## src/rtl/regfile_wb_arbiter_if.sv

```systemverilog
// Write-back request/ready handshakes, register-file write port and pending-write mask.
interface regfile_wb_arbiter_if #(
  parameter int unsigned ADDR_SIZE  = 4,
  parameter int unsigned DATA_WIDTH = 16
);
  localparam int unsigned NUM_REGS = 1 << ADDR_SIZE;

  logic                  a_valid;
  logic                  a_ready;
  logic [ADDR_SIZE-1:0]  a_addr;
  logic [DATA_WIDTH-1:0] a_data;
  logic                  m_valid;
  logic                  m_ready;
  logic [ADDR_SIZE-1:0]  m_addr;
  logic [DATA_WIDTH-1:0] m_data;
  logic                  rf_w_en;
  logic [ADDR_SIZE-1:0]  rf_addr_c;
  logic [DATA_WIDTH-1:0] rf_data_c;
  logic [NUM_REGS-1:0]   busy_mask;

  modport master (
    output a_valid, a_addr, a_data, m_valid, m_addr, m_data,
    input  a_ready, m_ready, rf_w_en, rf_addr_c, rf_data_c, busy_mask
  );

  modport slave (
    input  a_valid, a_addr, a_data, m_valid, m_addr, m_data,
    output a_ready, m_ready, rf_w_en, rf_addr_c, rf_data_c, busy_mask
  );
endinterface

```

## src/rtl/regfile_wb_arbiter.sv

```systemverilog
// Register-file write-back arbiter: per-source queues, round-robin single write port, pending-write mask.
// Define REGFILE_WB_R0_DISCARD_EN to treat register 0 as hard-wired (writes to it are dropped).
module regfile_wb_arbiter #(
  parameter int unsigned ADDR_SIZE  = 4,
  parameter int unsigned DATA_WIDTH = 16,
  parameter int unsigned DEPTH      = 2
) (
  input logic                 clk,
  input logic                 rst,
  regfile_wb_arbiter_if.slave bus
);
  localparam int unsigned NUM_REGS = 1 << ADDR_SIZE;
  localparam int unsigned PTR_W    = (DEPTH > 1) ? $clog2(DEPTH) : 1;
  localparam int unsigned CNT_W    = $clog2(DEPTH + 1);
`ifdef REGFILE_WB_R0_DISCARD_EN
  localparam bit R0_DISCARD = 1'b1;
`else
  localparam bit R0_DISCARD = 1'b0;
`endif

  typedef enum logic {GRANT_A, GRANT_M} grant_t;

  grant_t                last_grant;
  grant_t                last_grant_nxt;
  logic [1:0]            in_valid;
  logic [1:0]            ready;
  logic [1:0]            non_empty;
  logic [1:0]            pop;
  logic [ADDR_SIZE-1:0]  in_addr   [2];
  logic [DATA_WIDTH-1:0] in_data   [2];
  logic [ADDR_SIZE-1:0]  head_addr [2];
  logic [DATA_WIDTH-1:0] head_data [2];
  logic [NUM_REGS-1:0]   src_busy  [2];
  logic [NUM_REGS-1:0]   wb_busy;
  logic                  w_en_q;
  logic [ADDR_SIZE-1:0]  addr_q;
  logic [DATA_WIDTH-1:0] data_q;

  // Index 0 is the ALU source, index 1 the load unit.
  assign in_valid   = {bus.m_valid, bus.a_valid};
  assign in_addr[0] = bus.a_addr;
  assign in_addr[1] = bus.m_addr;
  assign in_data[0] = bus.a_data;
  assign in_data[1] = bus.m_data;

  function automatic logic [PTR_W-1:0] ptr_inc(input logic [PTR_W-1:0] p);
    return (p == PTR_W'(DEPTH - 1)) ? '0 : p + PTR_W'(1);
  endfunction

  for (genvar s = 0; s < 2; s++) begin : g_src
    logic [ADDR_SIZE-1:0]  mem_addr [DEPTH];
    logic [DATA_WIDTH-1:0] mem_data [DEPTH];
    logic [DEPTH-1:0]      vld;
    logic [PTR_W-1:0]      wr_ptr;
    logic [PTR_W-1:0]      rd_ptr;
    logic [CNT_W-1:0]      count;
    logic                  push;
    logic [NUM_REGS-1:0]   busy;

    // Beats to register 0 still handshake when discarding, but are never stored.
    assign ready[s]     = count < CNT_W'(DEPTH);
    assign non_empty[s] = count != '0;
    assign push         = in_valid[s] && ready[s] && !(R0_DISCARD && (in_addr[s] == '0));
    assign head_addr[s] = mem_addr[rd_ptr];
    assign head_data[s] = mem_data[rd_ptr];

    always_ff @(posedge clk) begin
      if (!rst) begin
        wr_ptr <= '0;
        rd_ptr <= '0;
        count  <= '0;
        vld    <= '0;
      end else begin
        if (pop[s]) begin
          rd_ptr      <= ptr_inc(rd_ptr);
          vld[rd_ptr] <= 1'b0;
        end
        if (push) begin
          wr_ptr      <= ptr_inc(wr_ptr);
          vld[wr_ptr] <= 1'b1;
        end
        count <= count + CNT_W'(push) - CNT_W'(pop[s]);
      end
    end

    always_ff @(posedge clk) begin
      if (push) begin
        mem_addr[wr_ptr] <= in_addr[s];
        mem_data[wr_ptr] <= in_data[s];
      end
    end

    always_comb begin
      busy = '0;
      for (int i = 0; i < DEPTH; i++) begin
        if (vld[i]) busy[mem_addr[i]] = 1'b1;
      end
    end

    assign src_busy[s] = busy;
  end

  always_ff @(posedge clk) begin
    if (!rst) last_grant <= GRANT_M;
    else      last_grant <= last_grant_nxt;
  end

  // Round-robin: on contention the source not granted last time wins.
  always_comb begin
    last_grant_nxt = last_grant;
    pop            = 2'b00;
    if (non_empty[0] && (!non_empty[1] || (last_grant == GRANT_M))) begin
      pop            = 2'b01;
      last_grant_nxt = GRANT_A;
    end else if (non_empty[1]) begin
      pop            = 2'b10;
      last_grant_nxt = GRANT_M;
    end
  end

  always_ff @(posedge clk) begin
    if (!rst) begin
      w_en_q <= 1'b0;
      addr_q <= '0;
      data_q <= '0;
    end else begin
      w_en_q <= |pop;
      if (pop[0]) begin
        addr_q <= head_addr[0];
        data_q <= head_data[0];
      end else if (pop[1]) begin
        addr_q <= head_addr[1];
        data_q <= head_data[1];
      end
    end
  end

  always_comb begin
    wb_busy = '0;
    if (w_en_q) wb_busy[addr_q] = 1'b1;
  end

  assign bus.a_ready   = ready[0];
  assign bus.m_ready   = ready[1];
  assign bus.rf_w_en   = w_en_q;
  assign bus.rf_addr_c = addr_q;
  assign bus.rf_data_c = data_q;
  assign bus.busy_mask = src_busy[0] | src_busy[1] | wb_busy;
endmodule

```

## src/flat_wrapper.sv

```systemverilog
// flat-port wrapper written by rule: the top's interface ports become plain ports
module regfile_wb_arbiter_flat 
#(
  parameter int unsigned ADDR_SIZE  = 4,
  parameter int unsigned DATA_WIDTH = 16,
  parameter int unsigned DEPTH      = 2
)
  (clk, rst, bus_a_valid, bus_a_addr, bus_a_data, bus_m_valid, bus_m_addr, bus_m_data, bus_a_ready, bus_m_ready, bus_rf_w_en, bus_rf_addr_c, bus_rf_data_c, bus_busy_mask);
  regfile_wb_arbiter_if #(.ADDR_SIZE(ADDR_SIZE), .DATA_WIDTH(DATA_WIDTH)) bus_i ();
  input logic clk;
  input logic rst;
  input wire logic [$bits(bus_i.a_valid)-1:0] bus_a_valid;
  input wire logic [$bits(bus_i.a_addr)-1:0] bus_a_addr;
  input wire logic [$bits(bus_i.a_data)-1:0] bus_a_data;
  input wire logic [$bits(bus_i.m_valid)-1:0] bus_m_valid;
  input wire logic [$bits(bus_i.m_addr)-1:0] bus_m_addr;
  input wire logic [$bits(bus_i.m_data)-1:0] bus_m_data;
  output wire logic [$bits(bus_i.a_ready)-1:0] bus_a_ready;
  output wire logic [$bits(bus_i.m_ready)-1:0] bus_m_ready;
  output wire logic [$bits(bus_i.rf_w_en)-1:0] bus_rf_w_en;
  output wire logic [$bits(bus_i.rf_addr_c)-1:0] bus_rf_addr_c;
  output wire logic [$bits(bus_i.rf_data_c)-1:0] bus_rf_data_c;
  output wire logic [$bits(bus_i.busy_mask)-1:0] bus_busy_mask;
  assign bus_i.a_valid = bus_a_valid;
  assign bus_i.a_addr = bus_a_addr;
  assign bus_i.a_data = bus_a_data;
  assign bus_i.m_valid = bus_m_valid;
  assign bus_i.m_addr = bus_m_addr;
  assign bus_i.m_data = bus_m_data;
  assign bus_a_ready = bus_i.a_ready;
  assign bus_m_ready = bus_i.m_ready;
  assign bus_rf_w_en = bus_i.rf_w_en;
  assign bus_rf_addr_c = bus_i.rf_addr_c;
  assign bus_rf_data_c = bus_i.rf_data_c;
  assign bus_busy_mask = bus_i.busy_mask;
  regfile_wb_arbiter #(.ADDR_SIZE(ADDR_SIZE), .DATA_WIDTH(DATA_WIDTH), .DEPTH(DEPTH)) u_core (.clk(clk), .rst(rst), .bus(bus_i));
endmodule
```

## config.mk

```make
export PLATFORM = sky130hd
export DESIGN_NAME = regfile_wb_arbiter_flat
export DESIGN_NICKNAME = d
export VERILOG_FILES = /design/src/rtl/regfile_wb_arbiter_if.sv /design/src/rtl/regfile_wb_arbiter.sv /design/src/flat_wrapper.sv
export SDC_FILE = /design/constraint.sdc
export NUM_CORES = 1
export LEC_CHECK = 0
export BUFFER_PORTS_ARGS = -buffer_cell sky130_fd_sc_hd__buf_2
export CAP_MARGIN = 20
export CORE_MARGIN = 10
export CORE_UTILIZATION = 40
export DETAILED_ROUTE_END_ITERATION = 10
export PLACE_DENSITY = 0.61
export SLEW_MARGIN = 20
export SYNTH_ARGS = -nofsm -noshare
export SYNTH_HDL_FRONTEND = slang
export SYNTH_SLANG_ARGS = --single-unit
```

## constraint.sdc

```tcl
create_clock -name clk -period 5.4 [get_ports clk]
set_clock_uncertainty 0.15 [all_clocks]
set_input_delay 1.08 -clock clk [delete_from_list [all_inputs] [get_ports clk]]
set_output_delay 1.08 -clock clk [all_outputs]
set_load 0.05 [all_outputs]
```

==> load_flow_metrics.sql, run 1 <==
INSERT INTO impl_metrics (metric_group, metric, value, unit) VALUES
('run_status', 'run_status', 'finished, final reports clean', ''),
('clock_tree', 'cts_inserted_buffers', '17', ''),
('global_routing', 'grtUsageMet3', '0.0444', ''),
('die', 'floorplan.io_pins', '83', ''),
('layout', 'diode_count', '0', ''),
('die', 'core_area', '12700', 'µm²'),
('synthesis', 'postSynthNetCount', '474', ''),
('synthesis', 'netlist.area_leader.share', '0.464', ''),
('power', 'total_net_switching_power', '1.31', 'mW'),
('clock_tree', 'cts_max_path_buffers', '2', ''),
('power', 'switching_share', '0.358', ''),
('clock_tree', 'cts_resized', '0', ''),
('setup_path', 'reg2reg_setup_slack', '2.62', 'ns'),
('power', 'power.leakage', '2.39', 'nW'),
('setup_path', 'worst-r2r-cell-count', '9', ''),
('setup_path', 'setup.worst_path.class', 'reg2out', ''),
('die', 'die_width', '134', 'µm'),
('die', 'die-area', '17900', 'µm²'),
('clock_tree', 'clock_insertion_delay_at_the_later_pin_of_the_skew_report', '0.40', 'ns'),
('synthesis', 'synthSimpleGateAreaFrac', '0.174', ''),
('layout', 'finish.utilization', '0.496', ''),
('sta', 'maxClockFrequency', '304', 'MHz'),
('placed_design', 'dpl.cell_count', '659', ''),
('layout', 'layout.nets', '553', ''),
('global_routing', 'maximum_number_of_pins_on_one_net_before_global_route_repair', '38', ''),
('synthesis', 'synth.area.top_cells', 'sky130_fd_sc_hd__edfxtp_1 46%, sky130_fd_sc_hd__dfxtp_1 14%, sky130_fd_sc_hd__mux2i_1 7.9%', ''),
('routing', 'routed_wl', '12300', 'µm'),
('synthesis', 'synth_enable_flop_cells', '80', ''),
('die', 'fp-row-count', '41', ''),
('global_routing', 'first_pass_grt_wire_length', '19900', 'µm'),
('setup_path', 'reg2reg_to', 'u_core.g_src[0].count[1]', ''),
('clock_tree', 'tritoncts', 'yes', ''),
('clock_tree', 'cts.clk_slew.worst_paths', '0.05', 'ns'),
('routing', 'remaining_drc_errors', '0', ''),
('layout', 'stdcell_area', '6290', 'µm²'),
('placed_design', 'hpwlAfterDp', '8830', 'µm'),
('sta', 'count_of_endpoints_failing_hold_in_the_final_timing_report', '0', ''),
('hold_path', 'min_from', 'u_core.g_src[1].wr_ptr', ''),
('global_routing', 'antenna_found_initial', '0', ''),
('clock_tree', 'cts_hold_repair.buffers', '0', ''),
('synthesis', 'synth.mux.area_fraction', '0.0793', ''),
('power', 'share_seq_of_total_power', '0.363', ''),
('global_routing', 'via_count_of_the_first_global_routing_pass', '3816', ''),
('clock_tree', 'post_cts_buffers', '0', ''),
('synthesis', 'async_reset_ff_frac', '0', ''),
('power', 'peakVddDrop', '325', 'µV'),
('synthesis', 'synthCells', '427', ''),
('routing', 'dr.pass1.iters', '5', ''),
('setup_path', 'critPathMaxFanout', '5', ''),
('hold_path', 'hold_depth', '2', ''),
('routing', 'num_vias', '3606', ''),
('sta', 'setup_viol', '0', ''),
('power', 'post-layout-total-power', '3.65', 'mW'),
('die', 'die_height', '134', 'µm'),
('sta', 'slew-limit-headroom', '0.401', ''),
('placed_design', 'globalplace.congestion', '0.834', ''),
('placed_design', 'pre_cts_slack', '2.45', 'ns'),
('synthesis', 'synth_adder_area_share', '0.00725', ''),
('clock_tree', 'cell_chosen_for_the_clock_root', 'sky130_fd_sc_hd__clkbuf_16', ''),
('clock_tree', 'tritoncts_num_sinks', '116', ''),
('routing', 'post_drt_via_cell_ratio', '5.22', ''),
('sta', 'fin_max_slew_vios', '0', ''),
('synthesis', 'sequential_element_share_of_the_synthesized_area', '0.603', ''),
('synthesis', 'ys_seq_elements', '116', ''),
('sta', 'finalCritPeriodShare', '0.609', ''),
('synthesis', 'synth-compound-area-share', '0.0933', ''),
('run', 'drv.max_cap_violation_count', '0', ''),
('routing', 'routed_wire_length_per_instance', '17.9', 'µm'),
('synthesis', 'synthDominantAreaCellType', 'sky130_fd_sc_hd__edfxtp_1', ''),
('sta', 'hold-worst-slack', '0.339', 'ns'),
('layout', 'drive_above_1_share', '0.233', '');
==> layout make-up <==
type                       count  area [µm²]
clock buffer                  20         447
clock inverter                12         184
fill                        1166        6380
inverter                       8        30.0
multi-input combinational    279        1870
sequential                   116        3120
tap                          172         215
timing repair buffer          84         425
==> placed cells by master (no fill, tap or decap), types with 3 or more instances in the layout <==
cell type,count
sky130_fd_sc_hd__o2111a_1,7
sky130_fd_sc_hd__nand3b_1,6
sky130_fd_sc_hd__a211oi_1,3
sky130_fd_sc_hd__clkinv_1,4
sky130_fd_sc_hd__a22oi_1,6
sky130_fd_sc_hd__o221ai_1,13
sky130_fd_sc_hd__ha_1,3
sky130_fd_sc_hd__a21oi_1,5
sky130_fd_sc_hd__edfxtp_1,80
sky130_fd_sc_hd__o21ai_0,5
sky130_fd_sc_hd__clkbuf_16,17
sky130_fd_sc_hd__nand2b_1,17
sky130_fd_sc_hd__nor2b_1,5
sky130_fd_sc_hd__nand3_1,24
sky130_fd_sc_hd__nor3b_1,7
sky130_fd_sc_hd__inv_1,7
sky130_fd_sc_hd__bufinv_16,5
sky130_fd_sc_hd__dfxtp_1,36
sky130_fd_sc_hd__nand2_1,39
sky130_fd_sc_hd__nand4_1,3
sky130_fd_sc_hd__a21boi_0,4
sky130_fd_sc_hd__nor3_1,12
sky130_fd_sc_hd__xnor2_1,4
sky130_fd_sc_hd__o21a_1,3
sky130_fd_sc_hd__nor2_1,26
sky130_fd_sc_hd__and2_1,20
sky130_fd_sc_hd__buf_2,82
sky130_fd_sc_hd__o22ai_1,8
sky130_fd_sc_hd__mux2i_1,41
==> worst max-delay path by stage <==
| stage | start | end | cells after the start |
|---|---|---|---|
| 2_1_floorplan | u_core.bus.rf_addr_c[1] | bus_busy_mask[14] | 3 |
| 3_3_place_gp | u_core.g_src[1].mem_addr[1][2] | bus_busy_mask[1] | 5 |
| 3_5_place_dp | bus_a_valid | u_core.g_src[0].mem_data[1][12] | 3 |
| 4_1_cts | u_core.g_src[1].mem_addr[1][2] | bus_busy_mask[2] | 5 |
| 5_1_grt | u_core.g_src[1].mem_addr[1][2] | bus_busy_mask[2] | 5 |
| 6_report | u_core.g_src[1].mem_addr[1][2] | bus_busy_mask[2] | 5 |
==> power by group through the flow <==
stage / sequential (mW) / clock, mW / combinational [mW]
after global routing: 1.35 / 1.24 / 1.25
after global placement: 1.33 / 0 / 1.14
after detailed placement: 1.34 / 0 / 1.16
final: 1.32 / 1.17 / 1.15
after floorplan: 1.49 / 0 / 0.750
after CTS: 1.33 / 1.19 / 1.16
==> logic make-up after synthesis <==
family | count (synthesis)
XOR/XNOR | 4
multiplexers | 41
AND/OR/NAND/NOR | 170
AO/OA/AOI/OAI | 61
buffers and inverters | 32
adder cells (fa/ha/maj) | 3
flip-flops | 116
==> critical path, cell delays in order (launching register included) <==
cell and delay, ns:
sky130_fd_sc_hd__edfxtp_1 0.43, sky130_fd_sc_hd__or3b_2 0.56, sky130_fd_sc_hd__nor3b_1 0.23, sky130_fd_sc_hd__nor2_1 0.09, sky130_fd_sc_hd__nand4_1 0.09, sky130_fd_sc_hd__buf_2 0.27
==> sequential cells by signal (all words and copies together) (netlist names), named ones only <==
signal	count
u_core.bus.rf_addr_c	4
u_core.g_src.rd_ptr	2
u_core.last_grant	1
u_core.g_src.count	4
u_core.bus.rf_data_c	16
u_core.g_src.mem_addr	16
u_core.g_src.wr_ptr	2
u_core.g_src.mem_data	64
u_core.g_src.vld	4
u_core.bus.rf_w_en	1
==> per-layer routing <==
layer  routed length [µm]  share of wire
met5                    0              0
met4                   98         0.0079
met3                  572          0.046
met2                 6320           0.51
met1                 5350           0.43
==> cell usage after synthesis (all sizes together), types with 3 or more instances <==
cell type   n
a211oi      3
a21boi      5
a21oi       5
a22oi       6
and2       22
buf        11
clkbuf     13
dfxtp      36
edfxtp     80
ha          3
inv         8
mux2i      41
nand2      39
nand2b     17
nand3      24
nand3b      6
nand4       3
nor2       27
nor2b       5
nor3       12
nor3b       7
o2111a      7
o21a        3
o21ai       7
o221ai     13
o22ai       9
xnor2       4
Power figures use the tool's default switching activity.
==> run 2: changes to the inputs <==
--- a/config.mk
+++ b/config.mk
@@ -5,6 +5,7 @@
 export SDC_FILE = /design/constraint.sdc
 export NUM_CORES = 1
 export LEC_CHECK = 0
+export ABC_AREA = 1
 export BUFFER_PORTS_ARGS = -buffer_cell sky130_fd_sc_hd__buf_2
 export CAP_MARGIN = 20
 export CORE_MARGIN = 10
==> constraint.sdc (replaced) <==
create_clock -name clk -period 3.25 [get_ports clk]
set_clock_uncertainty 0.15 [all_clocks]
set_input_delay 0.65 -clock clk [delete_from_list [all_inputs] [get_ports clk]]
set_output_delay 0.65 -clock clk [all_outputs]
set_load 0.05 [all_outputs]
==> run 2 against run 1 <==
Area after synthesis rose by 1.5%. Combinational power rose by 90%. Register-to-register slack got worse by 1.5 ns. Non-clock buffer count rose by 4. Total power rose by 66%. Clock power rose by 42%. Critical path depth did not move. Hold slack got worse by 0.059 ns. Setup slack got worse by 1.7 ns. Critical path type unchanged. Largest cell class unchanged. Largest power group unchanged.
==> load_flow_metrics.sql, run 2 <==
INSERT INTO impl_metrics (metric_group, metric, value, unit) VALUES
('routing', 'num_vias', '4292', ''),
('global_routing', 'grtUsageMet3', '0.0467', ''),
('synthesis', 'synth.lib_cells_used.distinct', '33', ''),
('setup_path', 'cp_cell_sequence', 'inv_1, nor3_1, nand2_1, o2111ai_1, buf_2', ''),
('setup_path', 'slowest_delay', '0.55', 'ns'),
('clock_tree', 'cell_chosen_for_the_clock_root', 'sky130_fd_sc_hd__clkbuf_16', ''),
('clock_tree', 'clock_insertion_delay_at_the_later_pin_of_the_skew_report', '0.40', 'ns'),
('setup_path', 'setup.worst_path.class', 'reg2out', ''),
('routing', 'post_drt_via_cell_ratio', '5.00', ''),
('placed_design', 'hpwlAfterDp', '11100', 'µm'),
('sta', 'layout_min_cycle_time', '2.86', 'ns'),
('setup_path', 'cp_data_required_time', '2.45', 'ns'),
('global_routing', 'via_count_of_the_first_global_routing_pass', '4383', ''),
('power', 'power.leakage', '2.77', 'nW'),
('layout', 'largest_register', 'u_core.g_src.mem_data', ''),
('routing', 'dr.pass1.iters', '4', ''),
('global_routing', 'maximum_number_of_pins_on_one_net_before_global_route_repair', '38', ''),
('synthesis', 'synth_top_flop_cell', 'sky130_fd_sc_hd__edfxtp_1', ''),
('layout', 'finish.utilization', '0.500', ''),
('sta', 'fin_max_slew_vios', '0', ''),
('hold_path', 'min_from', 'bus_a_data[4]', ''),
('synthesis', 'sequential_element_share_of_the_synthesized_area', '0.595', ''),
('synthesis', 'synth_enable_flop_cells', '80', ''),
('layout', 'drive_above_1_share', '0.190', ''),
('placed_design', 'portBuffers', '82', ''),
('power', 'power_density_over_cell_area', '952', 'nW/µm²'),
('routing', 'drt_iter0_drc', '366', ''),
('synthesis', 'postSynthNetCount', '631', ''),
('clock_tree', 'cts_inserted_buffers', '17', ''),
('sta', 'slew-limit-headroom', '0.390', ''),
('sta', 'rsz0062_at_grt', 'false', ''),
('layout', 'area_delta_synth_final', '21.0', '%'),
('hold_path', 'timing.hold.worst_endpoint', 'u_core.g_src[0].mem_data[0][4]', ''),
('synthesis', 'synth.area.top_cells', 'sky130_fd_sc_hd__edfxtp_1 46%, sky130_fd_sc_hd__dfxtp_1 14%, sky130_fd_sc_hd__nand2_1 10%', ''),
('synthesis', 'async_reset_ff_frac', '0', ''),
('sta', 'tightestPinTransition', '0.913', 'ns'),
('sta', 'maxClockFrequency', '350', 'MHz'),
('synthesis', 'post-synth-top-count-cell', 'sky130_fd_sc_hd__nand2_1', ''),
('layout', 'most_common_cell_after_layout_fill_and_taps_aside', 'sky130_fd_sc_hd__nand2_1', ''),
('power', 'power.share.combinational', '0.361', ''),
('layout', 'layout.nets', '720', ''),
('layout', 'mostFrequentLayoutCells', '144 x sky130_fd_sc_hd__nand2_1, 82 x sky130_fd_sc_hd__buf_2, 80 x sky130_fd_sc_hd__edfxtp_1', ''),
('setup_path', 'critPathMaxFanout', '10', ''),
('routing', 'routed_wire_length_per_instance', '16.7', 'µm'),
('synthesis', 'synthDominantAreaCellType', 'sky130_fd_sc_hd__edfxtp_1', ''),
('sta', 'count_of_endpoints_failing_hold_in_the_final_timing_report', '0', ''),
('clock_tree', 'tritoncts', 'yes', ''),
('routing', 'routed_wl', '14300', 'µm'),
('power', 'total_net_switching_power', '2.51', 'mW'),
('die', 'fp-row-count', '41', ''),
('global_routing', 'grt_util_met2', '0.278', ''),
('setup_path', 'timing.critical_path.from_type', 'flop', ''),
('clock_tree', 'cts_resized', '0', ''),
('sta', 'aggregate_negative_setup_slack', '0', 'ns'),
('layout', 'num-fill-cells', '1245', ''),
('global_routing', 'antenna_found_initial', '0', ''),
('synthesis', 'mappedNetlistArea', '5250', 'µm²'),
('global_routing', 'first_pass_grt_wire_length', '22800', 'µm'),
('setup_path', 'cpMaxStageDelayCell', 'sky130_fd_sc_hd__dfxtp_1', ''),
('setup_path', 'r2r-start', 'u_core.g_src[1].count[0]', ''),
('setup_path', 'setup.worst_path.end_class', 'output port', ''),
('power', 'share_seq_of_total_power', '0.364', ''),
('run_status', 'run_status', 'finished, final reports clean', ''),
('setup_path', 'critical_path.n_buffers_inverters', '2', ''),
('synthesis', 'synthCells', '584', ''),
('die', 'die-area', '18100', 'µm²'),
('routing', 'remaining_drc_errors', '0', ''),
('synthesis', 'netlist.area_leader.share', '0.457', ''),
('sta', 'hold-worst-slack', '0.280', 'ns'),
('layout', 'diode_count', '0', ''),
('synthesis', 'synth-warning-count', '0', ''),
('power', 'clock_power_share', '0.275', ''),
('power', 'peakVddDrop', '792', 'µV'),
('clock_tree', 'post_cts_buffers', '0', ''),
('routing', 'antenna_violating_nets_post_route', '0', ''),
('power', 'p_int', '3.54', 'mW'),
('clock_tree', 'ctsHtreeMaxLevel', '4', ''),
('placed_design', 'dpl.cell_count', '826', ''),
('global_routing', 'gr-total-overflow', '0', ''),
('clock_tree', 'cts_max_path_buffers', '2', ''),
('synthesis', 'avgSynthCellArea', '8.99', 'µm²'),
('hold_path', 'hold_depth', '1', ''),
('setup_path', 'critical_path_arrival', '2.06', 'ns'),
('placed_design', 'globalplace.congestion', '0.894', ''),
('setup_path', 'reg2reg_setup_slack', '1.09', 'ns'),
('die', 'initial_standard_cell_utilization_of_the_core', '0.413', ''),
('clock_tree', 'cts_hold_repair.buffers', '0', ''),
('sta', 'finalCritPeriodShare', '0.879', ''),
('die', 'die_width', '135', 'µm'),
('synthesis', 'ys_seq_elements', '116', ''),
('power', 'switching_share', '0.415', ''),
('hold_path', 'worstHoldPathType', 'in2reg', ''),
('clock_tree', 'tritoncts_num_sinks', '116', ''),
('synthesis', 'synthTopCellsByCount', '144 x sky130_fd_sc_hd__nand2_1, 80 x sky130_fd_sc_hd__edfxtp_1, 80 x sky130_fd_sc_hd__nor2_1, 76 x sky130_fd_sc_hd__inv_1, 42 x sky130_fd_sc_hd__o21ai_0', ''),
('die', 'floorplan.io_pins', '83', ''),
('global_routing', 'top_usage_layer', 'met2', ''),
('run', 'drv.max_cap_violation_count', '0', ''),
('layout', 'largest_register_ff_count', '64', ''),
('clock_tree', 'cts.clk_slew.worst_paths', '0.05', 'ns'),
('die', 'die_height', '135', 'µm'),
('global_routing', 'global_route.usage.total', '0.161', ''),
('global_routing', 'globalRouteMet1Util', '0.181', ''),
('layout', 'layoutNonFillerInstCount', '858', ''),
('sta', 'setup_viol', '0', ''),
('die', 'core_area', '12700', 'µm²'),
('setup_path', 'worst-r2r-cell-count', '9', ''),
('setup_path', 'reg2reg_to', 'u_core.g_src[0].count[1]', ''),
('setup_path', 'timing.critical_path.max_delay_family', 'simple AND/OR/NAND/NOR gates', '');
-- run 2: cell types whose count changed after synthesis, moves of 10 or more --
| cell | before | now |
|---|---|---|
| sky130_fd_sc_hd__a21oi_1 | 5 | 19 |
| sky130_fd_sc_hd__and2_1 | 22 | 0 |
| sky130_fd_sc_hd__clkbuf_1 | 12 | 2 |
| sky130_fd_sc_hd__inv_1 | 7 | 76 |
| sky130_fd_sc_hd__mux2i_1 | 41 | 6 |
| sky130_fd_sc_hd__nand2_1 | 39 | 144 |
| sky130_fd_sc_hd__nand2b_1 | 17 | 0 |
| sky130_fd_sc_hd__nor2_1 | 26 | 80 |
| sky130_fd_sc_hd__o21ai_0 | 5 | 42 |
| sky130_fd_sc_hd__o221ai_1 | 13 | 0 |
-- run 2: power by group through the flow --
stage          logic, mW  clock network, mW  registers (mW)
5_1_grt             2.44               1.76            2.25
3_5_place_dp        2.21                  0            2.22
4_1_cts             2.23               1.69            2.19
6_report            2.19               1.66            2.20
2_1_floorplan       1.35                  0            2.51
3_3_place_gp        2.20                  0            2.21
-- run 2: metal layers --
| layer | share of wire | routed length [µm] |
|---|---|---|
| met1 | 0.41 | 5820 |
| met2 | 0.50 | 7180 |
| met3 | 0.060 | 855 |
| met4 | 0.030 | 435 |
| met5 | 0 | 0 |
-- run 2: worst max path at each step --
stage,startpoint,endpoint,slack [ns],cells after the start
after global routing,u_core.g_src[1].vld[0],bus_busy_mask[9],0.20,5
after floorplan,u_core.bus.rf_w_en,bus_busy_mask[8],0.78,5
after detailed placement,u_core.g_src[1].vld[0],bus_busy_mask[10],0.83,5
after CTS,u_core.g_src[1].vld[0],bus_busy_mask[10],0.40,5
final,u_core.g_src[1].vld[0],bus_busy_mask[10],0.39,5
after global placement,u_core.g_src[0].vld[0],bus_busy_mask[12],0.78,5
-- run 2: area by class of cell --
class | instances | area (µm²) | area share
multi-input cells | 371 | 1730 | 0.272
flip-flops and latches | 116 | 3120 | 0.491
clock buffers | 21 | 450 | 0.0709
inverters | 79 | 297 | 0.0467
repair buffers | 88 | 455 | 0.0717
clock inverters | 11 | 87.6 | 0.0138
well taps | 172 | 215 | 0.0339
-- run 2: kinds of logic (layout without fill, tap and decap cells) --
kind of cell	Yosys count	after routing	share of synthesized area
xor gates and xnor gates	1	1	0.00167
adders and majority gates	3	3	0.00715
and+or+nand+nor	276	276	0.214
AOI/OAI and AO/OA	85	85	0.0932
muxes	6	6	0.0114
buffers and inverters	97	199	0.0777
DFF	116	116	0.595
-- run 2: stage by stage --
step	power [mW]	area, µm²	worst slack, ns
after detailed placement	4.43	5820	0.835
after floorplan	3.86	5250	0.780
after global routing	6.45	6360	0.199
final	6.05	6360	0.392
after CTS	6.11	6360	0.399
after global placement	4.42	5820	0.778
